### config.mk
export PLATFORM = sky130hd
export DESIGN_NAME = intarb
export DESIGN_NICKNAME = d
export VERILOG_FILES = /design/src/rtl/intarb_pkg.sv /design/src/rtl/intarb_intprio.sv /design/src/rtl/intarb.sv
export SDC_FILE = /design/constraint.sdc
export NUM_CORES = 1
export LEC_CHECK = 0
export ABC_CLOCK_PERIOD_IN_PS = 2700
export BUFFER_PORTS_ARGS = -buffer_cell sky130_fd_sc_hd__buf_4
export CAP_MARGIN = 25
export CORE_AREA = 5 5 91 93
export CTS_CLUSTER_SIZE = 12
export DETAILED_ROUTE_END_ITERATION = 6
export DIE_AREA = 0 0 96 98
export MAX_ROUTING_LAYER = met4
export PLACE_DENSITY_LB_ADDON = 0.25
export SYNTH_ARGS = -nofsm -noshare
export SYNTH_HDL_FRONTEND = slang
export SYNTH_HIERARCHICAL = 1
export SYNTH_SLANG_ARGS = --single-unit
### constraint.sdc
create_clock -name clk -period 2.7 [get_ports clk]
set_input_delay 0.54 -clock clk [delete_from_list [all_inputs] [get_ports clk]]
set_output_delay 0.54 -clock clk [all_outputs]
set_load 0.02 [all_outputs]
### src/rtl/intarb_pkg.sv
// Shared types and constants for the interrupt arbiter: WFI state encoding,
// standard interrupt codes and their fixed priority order.
package intarb_pkg;

  typedef enum logic [1:0] {
    IDLE,
    WAIT,
    WAKE,
    TOUT
  } wfi_state_t;

  localparam int unsigned MEI = 11;
  localparam int unsigned MSI = 3;
  localparam int unsigned MTI = 7;
  localparam int unsigned SEI = 9;
  localparam int unsigned SSI = 1;
  localparam int unsigned STI = 5;

  // Highest priority first; indices >= FIRST_LOCAL_INT follow in ascending order.
  localparam int unsigned NUM_STD_PRIO = 6;
  localparam int unsigned STD_PRIO [NUM_STD_PRIO] = '{MEI, MSI, MTI, SEI, SSI, STI};
  localparam int unsigned FIRST_LOCAL_INT = 12;

  localparam logic [1:0] PRIV_U = 2'd0;
  localparam logic [1:0] PRIV_S = 2'd1;
  localparam logic [1:0] PRIV_M = 2'd3;

endpackage

### src/rtl/intarb_intprio.sv
// Combinational fixed-priority selector: standard interrupts first, then
// local interrupts in ascending index; reserved low bits never win.
module intprio import intarb_pkg::*; #(
  parameter int unsigned NUM_INT  = 16,
  parameter int unsigned IDX_BITS = 6
) (
  input  logic [NUM_INT-1:0]  req,
  output logic                valid,
  output logic [IDX_BITS-1:0] idx
);

  logic unusedReserved;
  assign unusedReserved = ^{req[0], req[2], req[4], req[6], req[8], req[10]};

  // Later assignments override earlier ones, so scan from lowest to highest priority.
  always_comb begin
    valid = 1'b0;
    idx   = '0;
    for (int i = NUM_INT - 1; i >= int'(FIRST_LOCAL_INT); i--) begin
      if (req[i]) begin
        valid = 1'b1;
        idx   = IDX_BITS'(i);
      end
    end
    for (int k = NUM_STD_PRIO - 1; k >= 0; k--) begin
      if (req[STD_PRIO[k]]) begin
        valid = 1'b1;
        idx   = IDX_BITS'(STD_PRIO[k]);
      end
    end
  end

endmodule

### src/rtl/intarb.sv
// Interrupt arbiter with M/S delegation, registered selection (SelR) and a
// WFI sequencer with programmable timeout fault.
module intarb import intarb_pkg::*; #(
  parameter int unsigned NUM_INT      = 16,
  parameter int unsigned CAUSE_BITS   = 6,
  parameter int unsigned WFI_CNT_BITS = 16
) (
  input  logic                    clk,
  input  logic                    reset,
  input  logic [NUM_INT-1:0]      MIP_REGW,
  input  logic [NUM_INT-1:0]      MIE_REGW,
  input  logic [NUM_INT-1:0]      MIDELEG_REGW,
  input  logic                    STATUS_MIE,
  input  logic                    STATUS_SIE,
  input  logic                    STATUS_TW,
  input  logic [1:0]              PrivilegeModeW,
  input  logic                    InstrValidM,
  input  logic                    CommittedM,
  input  logic                    CommittedF,
  input  logic                    wfiM,
  input  logic                    StallW,
  input  logic [WFI_CNT_BITS-1:0] WfiLimit,
  output logic                    InterruptM,
  output logic [CAUSE_BITS-1:0]   IntCauseM,
  output logic                    IntDelegateM,
  output logic                    IntPendingM,
  output logic                    WfiStallM,
  output logic                    WfiTimeoutFaultM
);

  logic [NUM_INT-1:0]    pendEn, mElig, sElig;
  logic                  mEnable, sEnable;
  logic                  mValid, sValid;
  logic [CAUSE_BITS-1:0] mIdx, sIdx;
  logic                  selValid, selDeleg;
  logic [CAUSE_BITS-1:0] selCause;

  logic                    SelRValid, SelRDeleg;
  logic [CAUSE_BITS-1:0]   SelRCause;
  wfi_state_t              state;
  logic [WFI_CNT_BITS-1:0] wfiCnt;

  assign pendEn  = MIP_REGW & MIE_REGW;
  assign mEnable = (PrivilegeModeW != PRIV_M) | STATUS_MIE;
  // S-level interrupts are masked outright in M mode.
  assign sEnable = (PrivilegeModeW == PRIV_U) | ((PrivilegeModeW == PRIV_S) & STATUS_SIE);
  assign mElig   = pendEn & ~MIDELEG_REGW & {NUM_INT{mEnable}};
  assign sElig   = pendEn & MIDELEG_REGW & {NUM_INT{sEnable}};

  intprio #(
    .NUM_INT (NUM_INT),
    .IDX_BITS(CAUSE_BITS)
  ) u_mPrio (
    .req  (mElig),
    .valid(mValid),
    .idx  (mIdx)
  );

  intprio #(
    .NUM_INT (NUM_INT),
    .IDX_BITS(CAUSE_BITS)
  ) u_sPrio (
    .req  (sElig),
    .valid(sValid),
    .idx  (sIdx)
  );

  always_comb begin
    selValid = mValid | sValid;
    selDeleg = 1'b0;
    selCause = '0;
    if (mValid) begin
      selCause = mIdx;
    end else if (sValid) begin
      selCause = sIdx;
      selDeleg = 1'b1;
    end
  end

  always_ff @(posedge clk) begin
    if (!reset) begin
      SelRValid   <= 1'b0;
      SelRDeleg   <= 1'b0;
      SelRCause   <= '0;
      IntPendingM <= 1'b0;
    end else begin
      SelRValid   <= selValid;
      SelRDeleg   <= selDeleg;
      SelRCause   <= selCause;
      IntPendingM <= |pendEn;
    end
  end

  always_ff @(posedge clk) begin
    if (!reset) begin
      state  <= IDLE;
      wfiCnt <= '0;
    end else begin
      unique case (state)
        IDLE: begin
          if (wfiM & InstrValidM & ~StallW) begin
            state  <= WAIT;
            wfiCnt <= '0;
          end
        end
        WAIT: begin
          if (wfiCnt != '1) wfiCnt <= wfiCnt + 1'b1;
          // A pending interrupt wins over a simultaneous timeout.
          if (IntPendingM) begin
            state <= WAKE;
          end else if (STATUS_TW & (PrivilegeModeW != PRIV_M) & (wfiCnt == WfiLimit)) begin
            state <= TOUT;
          end
        end
        WAKE:    state <= IDLE;
        TOUT:    state <= IDLE;
        default: state <= IDLE;
      endcase
    end
  end

  assign InterruptM       = SelRValid & ~CommittedM & ~CommittedF &
                            (InstrValidM | (state == WAKE));
  assign IntCauseM        = SelRCause;
  assign IntDelegateM     = SelRDeleg;
  assign WfiStallM        = (state == WAIT);
  assign WfiTimeoutFaultM = (state == TOUT);

endmodule

== Yosys cells after proc, flatten, opt, wreduce, memory -nomap -nowiden ==
Cells that the tools add are included.
Cells by class
  add/sub/neg operators: 1
  eq/ne operators: 10
  multiplexer cells: 50
  bitwise operators: 22
  reductions and logical operators: 8
Operators by type and width (number)
  16-bit AND: 5
  4-bit two-way mux: 20
  16-bit two-way mux: 2
  16-bit one-hot mux with 2 select lines: 1
  1-bit two-way mux: 21
  16-bit by 1-bit adder with 16-bit output, second input constant: 1
  16-bit equality test: 1
  16-bit inequality test, second input constant: 1
  16-bit inverter: 1
  16-bit OR reduction: 1
  6-bit two-way mux: 2
  1-bit AND: 8
  2-bit two-way mux: 3
  2-bit one-hot mux with 3 select lines: 1
  2-bit by 1-bit equality test with 1-bit output, second input constant: 2
  2-bit equality test, second input constant: 2
  2-bit zero test: 2
  2-bit inequality test, second input constant: 2
  1-bit inverter: 4
  1-bit bitwise OR: 4
  2-bit OR reduction: 2
  3-bit by 2-bit inequality test with 1-bit output, second input constant: 1
  3-bit AND reduction: 1
  2-bit by 1-bit inequality test with 1-bit output, second input constant: 1
  2 further kinds: 2
Word-level totals
  bits in registers: 27
  bits of input ports: 76
  output and inout port bits: 11
  word-level logic and storage cells: 97

== Depth between registers and ports, before layout ==
  word-level depth: 16
  mapped depth: 11

== By module ==
Netlist, hierarchy kept.
By module, submodules not included
  intarb: instances 1, cells each 238, area each 1893.1 um^2
  intprio: instances 2, cells each 21, area each 120.1 um^2

== Least setup slack after synthesis ==
Ideal clock, no wire load.
  path type: input port to flip-flop
  start: in PrivilegeModeW[0]
  end: reg SelRCause[0], in the netlist IntCauseM[0]
  setup time: 0.065 ns
  data arrival time: 2.583 ns
  data required time: 2.635 ns
  slack: 0.051 ns
  stages: 10
  cell sequence: nand2_1 nor2_1 clkbuf_1 nor3_1 or4_4 nand2b_1 clkbuf_1 nor2b_1 a22oi_1 nor2b_1
Between the ends
  elaborated cells between the ends (all ways): 50
RTL lines
  start, declared: RTL line intarb.sv:16  | input logic [1:0] PrivilegeModeW,
  2-bit inequality test: RTL line intarb.sv:44  | assign mEnable = (PrivilegeModeW != PRIV_M) | STATUS_MIE;
  1-bit bitwise OR: RTL line intarb.sv:44
  16-bit AND: RTL line intarb.sv:47  | assign mElig = pendEn & ~MIDELEG_REGW & {NUM_INT{mEnable}};
  net mElig[12]: RTL line intarb.sv:31  | logic [NUM_INT-1:0] pendEn, mElig, sElig;
  1-bit two-way mux: RTL line intarb_intprio.sv:20  | if (req[i]) begin
  1-bit two-way mux (6 in series): RTL line intarb_intprio.sv:26  | if (req[STD_PRIO[k]]) begin
  net mValid: RTL line intarb.sv:33  | logic mValid, sValid;
  6-bit two-way mux: RTL line intarb.sv:72  | if (mValid) begin
  end signal, assigned: RTL line intarb.sv:89  | SelRCause <= selCause;
  end, declared: RTL line intarb.sv:39  | logic [CAUSE_BITS-1:0] SelRCause;
The timed path passes the listed nets, and every way through them passes these cells.
A chain may end at the register's enable or synchronous reset.

== Final worst setup path ==
  start: in STATUS_SIE
  end: reg SelRCause[1], in the netlist IntCauseM[1]
Between the ends
  elaborated cells between the ends (all ways): 25
RTL lines
  start, declared: RTL line intarb.sv:14  | input logic STATUS_SIE,
  1-bit AND: RTL line intarb.sv:46  | assign sEnable = (PrivilegeModeW == PRIV_U) | ((PrivilegeModeW == PRIV_S) & STATUS_SIE);
  1-bit bitwise OR: RTL line intarb.sv:46
  16-bit AND: RTL line intarb.sv:48  | assign sElig = pendEn & MIDELEG_REGW & {NUM_INT{sEnable}};
  net sElig[7]: RTL line intarb.sv:31
  1-bit two-way mux (3 in series): RTL line intarb_intprio.sv:26
  net sValid: RTL line intarb.sv:33
  6-bit two-way mux: RTL line intarb.sv:74  | end else if (sValid) begin
  6-bit two-way mux: RTL line intarb.sv:72
The timed path passes the listed nets, and every way through them passes these cells.

==> results.json <==
{
  "cts.sinks": 27,
  "hold_depth": 2,
  "grtUsageTotal_pct": 13.8,
  "ff2ff_setup_slack_ps": 880,
  "routed_wl_um": 6240,
  "numCtsBuffers": 3,
  "reg2reg_from": "wfiCnt[0]$_SDFFE_PN0P_",
  "status": "completed",
  "power_density_nw_per_um2": 334,
  "antenna_found_initial": 0,
  "cp-start-kind": "input port",
  "grt_overflow": 0,
  "layout_min_cycle_time_ps": 2340,
  "tightest_slew_ps": 681,
  "n_antenna_cell": 0,
  "cp_common_cell": "nor2b_1",
  "antenna_left": 0,
  "hold_path.class": "register to register",
  "p_leak_nw": 1.09,
  "setup_viol": 0,
  "place.gp.congestion": 0.808,
  "cap_violations": 0,
  "critPathKind": "input port to register",
  "critPathMaxFanout": 10,
  "dp_hpwl_um": 5180,
  "cts_resized": 0,
  "grt_pass1_vias": 2265,
  "dieArea_um2": 9410,
  "clock_skew_ps": 4.60,
  "holdPathEnd": "wfiCnt[7]$_SDFFE_PN0P_",
  "cts_root_buf": "clkbuf_8",
  "cts.htree.levels": 1,
  "relSlewSlack_pct": 54.6,
  "grt_max_degree": 21,
  "coreArea_um2": 7450,
  "hold_buffers": 0,
  "portBuffers": 80,
  "rr_endpoint": "wfiCnt[3]$_SDFFE_PN0P_",
  "vias": 2210,
  "avgSynthCellArea_um2": 7.65,
  "reg2reg_depth": 5,
  "fillers": 822,
  "mappedNetlistArea_um2": 2050,
  "grt_pass1_wl_um": 10400,
  "cp.required_ps": 2920,
  "drive_above_1_share_pct": 28.4,
  "postCtsSetupBuffers": 0,
  "end_kind": "register",
  "finalCritPeriodShare_pct": 86.5,
  "rsz0062_at_grt": "no",
  "avgRoutedWirePerCell_um": 14.1,
  "max_freq_mhz": 428,
  "drc": 0,
  "die_y_um": 98,
  "fin_nets": 419,
  "yosysWarningCount": 6,
  "synthCells": 268,
  "clock_path_buffers": 2,
  "hp-start": "wfiCnt[7]$_SDFFE_PN0P_",
  "vias_per_cell": 4.99,
  "die_w_um": 96,
  "drv_slew": 0,
  "slowest_delay_ps": 550,
  "path_cells": "buf_4, inv_1, a21oi_1, and4_1, nor3_1, and3b_1, nand2b_1, nor2b_1, a22oi_1, nor2b_1",
  "worstSkewPairLatency_ps": 280,
  "syn_to_final_growth_pct": 35.4,
  "clk_pin_slew_ps": 100,
  "dr.pass1.iters": 4,
  "vdd_ir_drop_max_mv": 0.157,
  "tritoncts": "done",
  "worstPathArrival_ps": 2560,
  "drtIter0Drc": 71,
  "finalHoldViolations": 0,
  "io_pins": 87,
  "final.setup.tns_ps": 0,
  "rows": 32,
  "cp_slowest_cell": "a21oi_1",
  "initial_core_util_pct": 27.5,
  "p_total_uw": 928
}
flip-flops by register name, summed over array words and instances, names as in the netlist:
name,cells
wfiCnt,16
SelRValid,1
state,2
IntDelegateM,1
IntPendingM,1
IntCauseM,6
placed cells by master (no fill, tap or decap), drive strengths merged, types with 4 or more instances in the layout:
cell / count
a22oi: 5
nand2b: 9
dfxtp: 27
or4: 5
and4: 12
conb: 4
nand4: 12
nor2: 11
o21ai: 12
buf: 83
nand2: 38
a21oi: 12
nor3: 17
nor2b: 7
nand3: 9
nor4: 5
a211oi: 4
mux2i: 8
inv: 7
xnor2: 16
and2: 4
where the power goes:
group	switching [mW]	internal (mW)	leakage (nW)
Clock	0.137	0.105	0.0217
Combinational	0.124	0.142	0.845
Sequential	0.00752	0.413	0.220
area by class of cell:
cell class | instances | area, um^2 | share of cell area [%]
sequential | 27 | 541 | 19.5
inverter | 7 | 26.3 | 0.946
timing repair buffer | 83 | 623 | 22.4
clock inverter | 1 | 7.51 | 0.270
multi-input combinational | 220 | 1410 | 50.8
clock buffer | 3 | 41.3 | 1.49
tap | 102 | 128 | 4.60
per-layer routing:
layer	vias up	GRT usage (%)	routed length, um
met4	0	2.95	72
met3	6	2.00	329
met1	1008	17.8	2850
met5	-	-	0
met2	66	22.5	2980
li1	1130	-	-
per-stage QoR:
| stage | setup slack (ps) | instances | utilization (%) | area [um^2] | hold WS, ps |
|---|---|---|---|---|---|
| detailed placement | 72.2 | 439 | 36.6 | 2730 | 521 |
| CTS | 356 | 443 | 37.3 | 2780 | 538 |
| floorplan | 237 | 270 | - | 2060 | 485 |
| global route | 129 | 443 | 37.3 | 2780 | 560 |
| finish | 363 | 443 | 37.3 | 2780 | 537 |
| global placement | 139 | 439 | 36.6 | 2730 | 513 |
critical path: cells and delay by family:
family          cells  cell delay [ps]
buf+inv             2              100
simple gates        6             1230
compound gates      2              690
worst max-delay path by stage:
stage	slack [ps]	cells past startpoint	to	from
after global routing	130	10	IntCauseM[2]$_SDFF_PN0_	STATUS_SIE
after CTS	360	10	IntCauseM[1]$_SDFF_PN0_	STATUS_SIE
after floorplan	240	10	IntCauseM[0]$_SDFF_PN0_	PrivilegeModeW[0]
after global placement	140	10	IntCauseM[2]$_SDFF_PN0_	STATUS_SIE
final	360	10	IntCauseM[1]$_SDFF_PN0_	STATUS_SIE
after detailed placement	70	10	IntCauseM[1]$_SDFF_PN0_	STATUS_SIE
(Power assumes the default switching activity.)
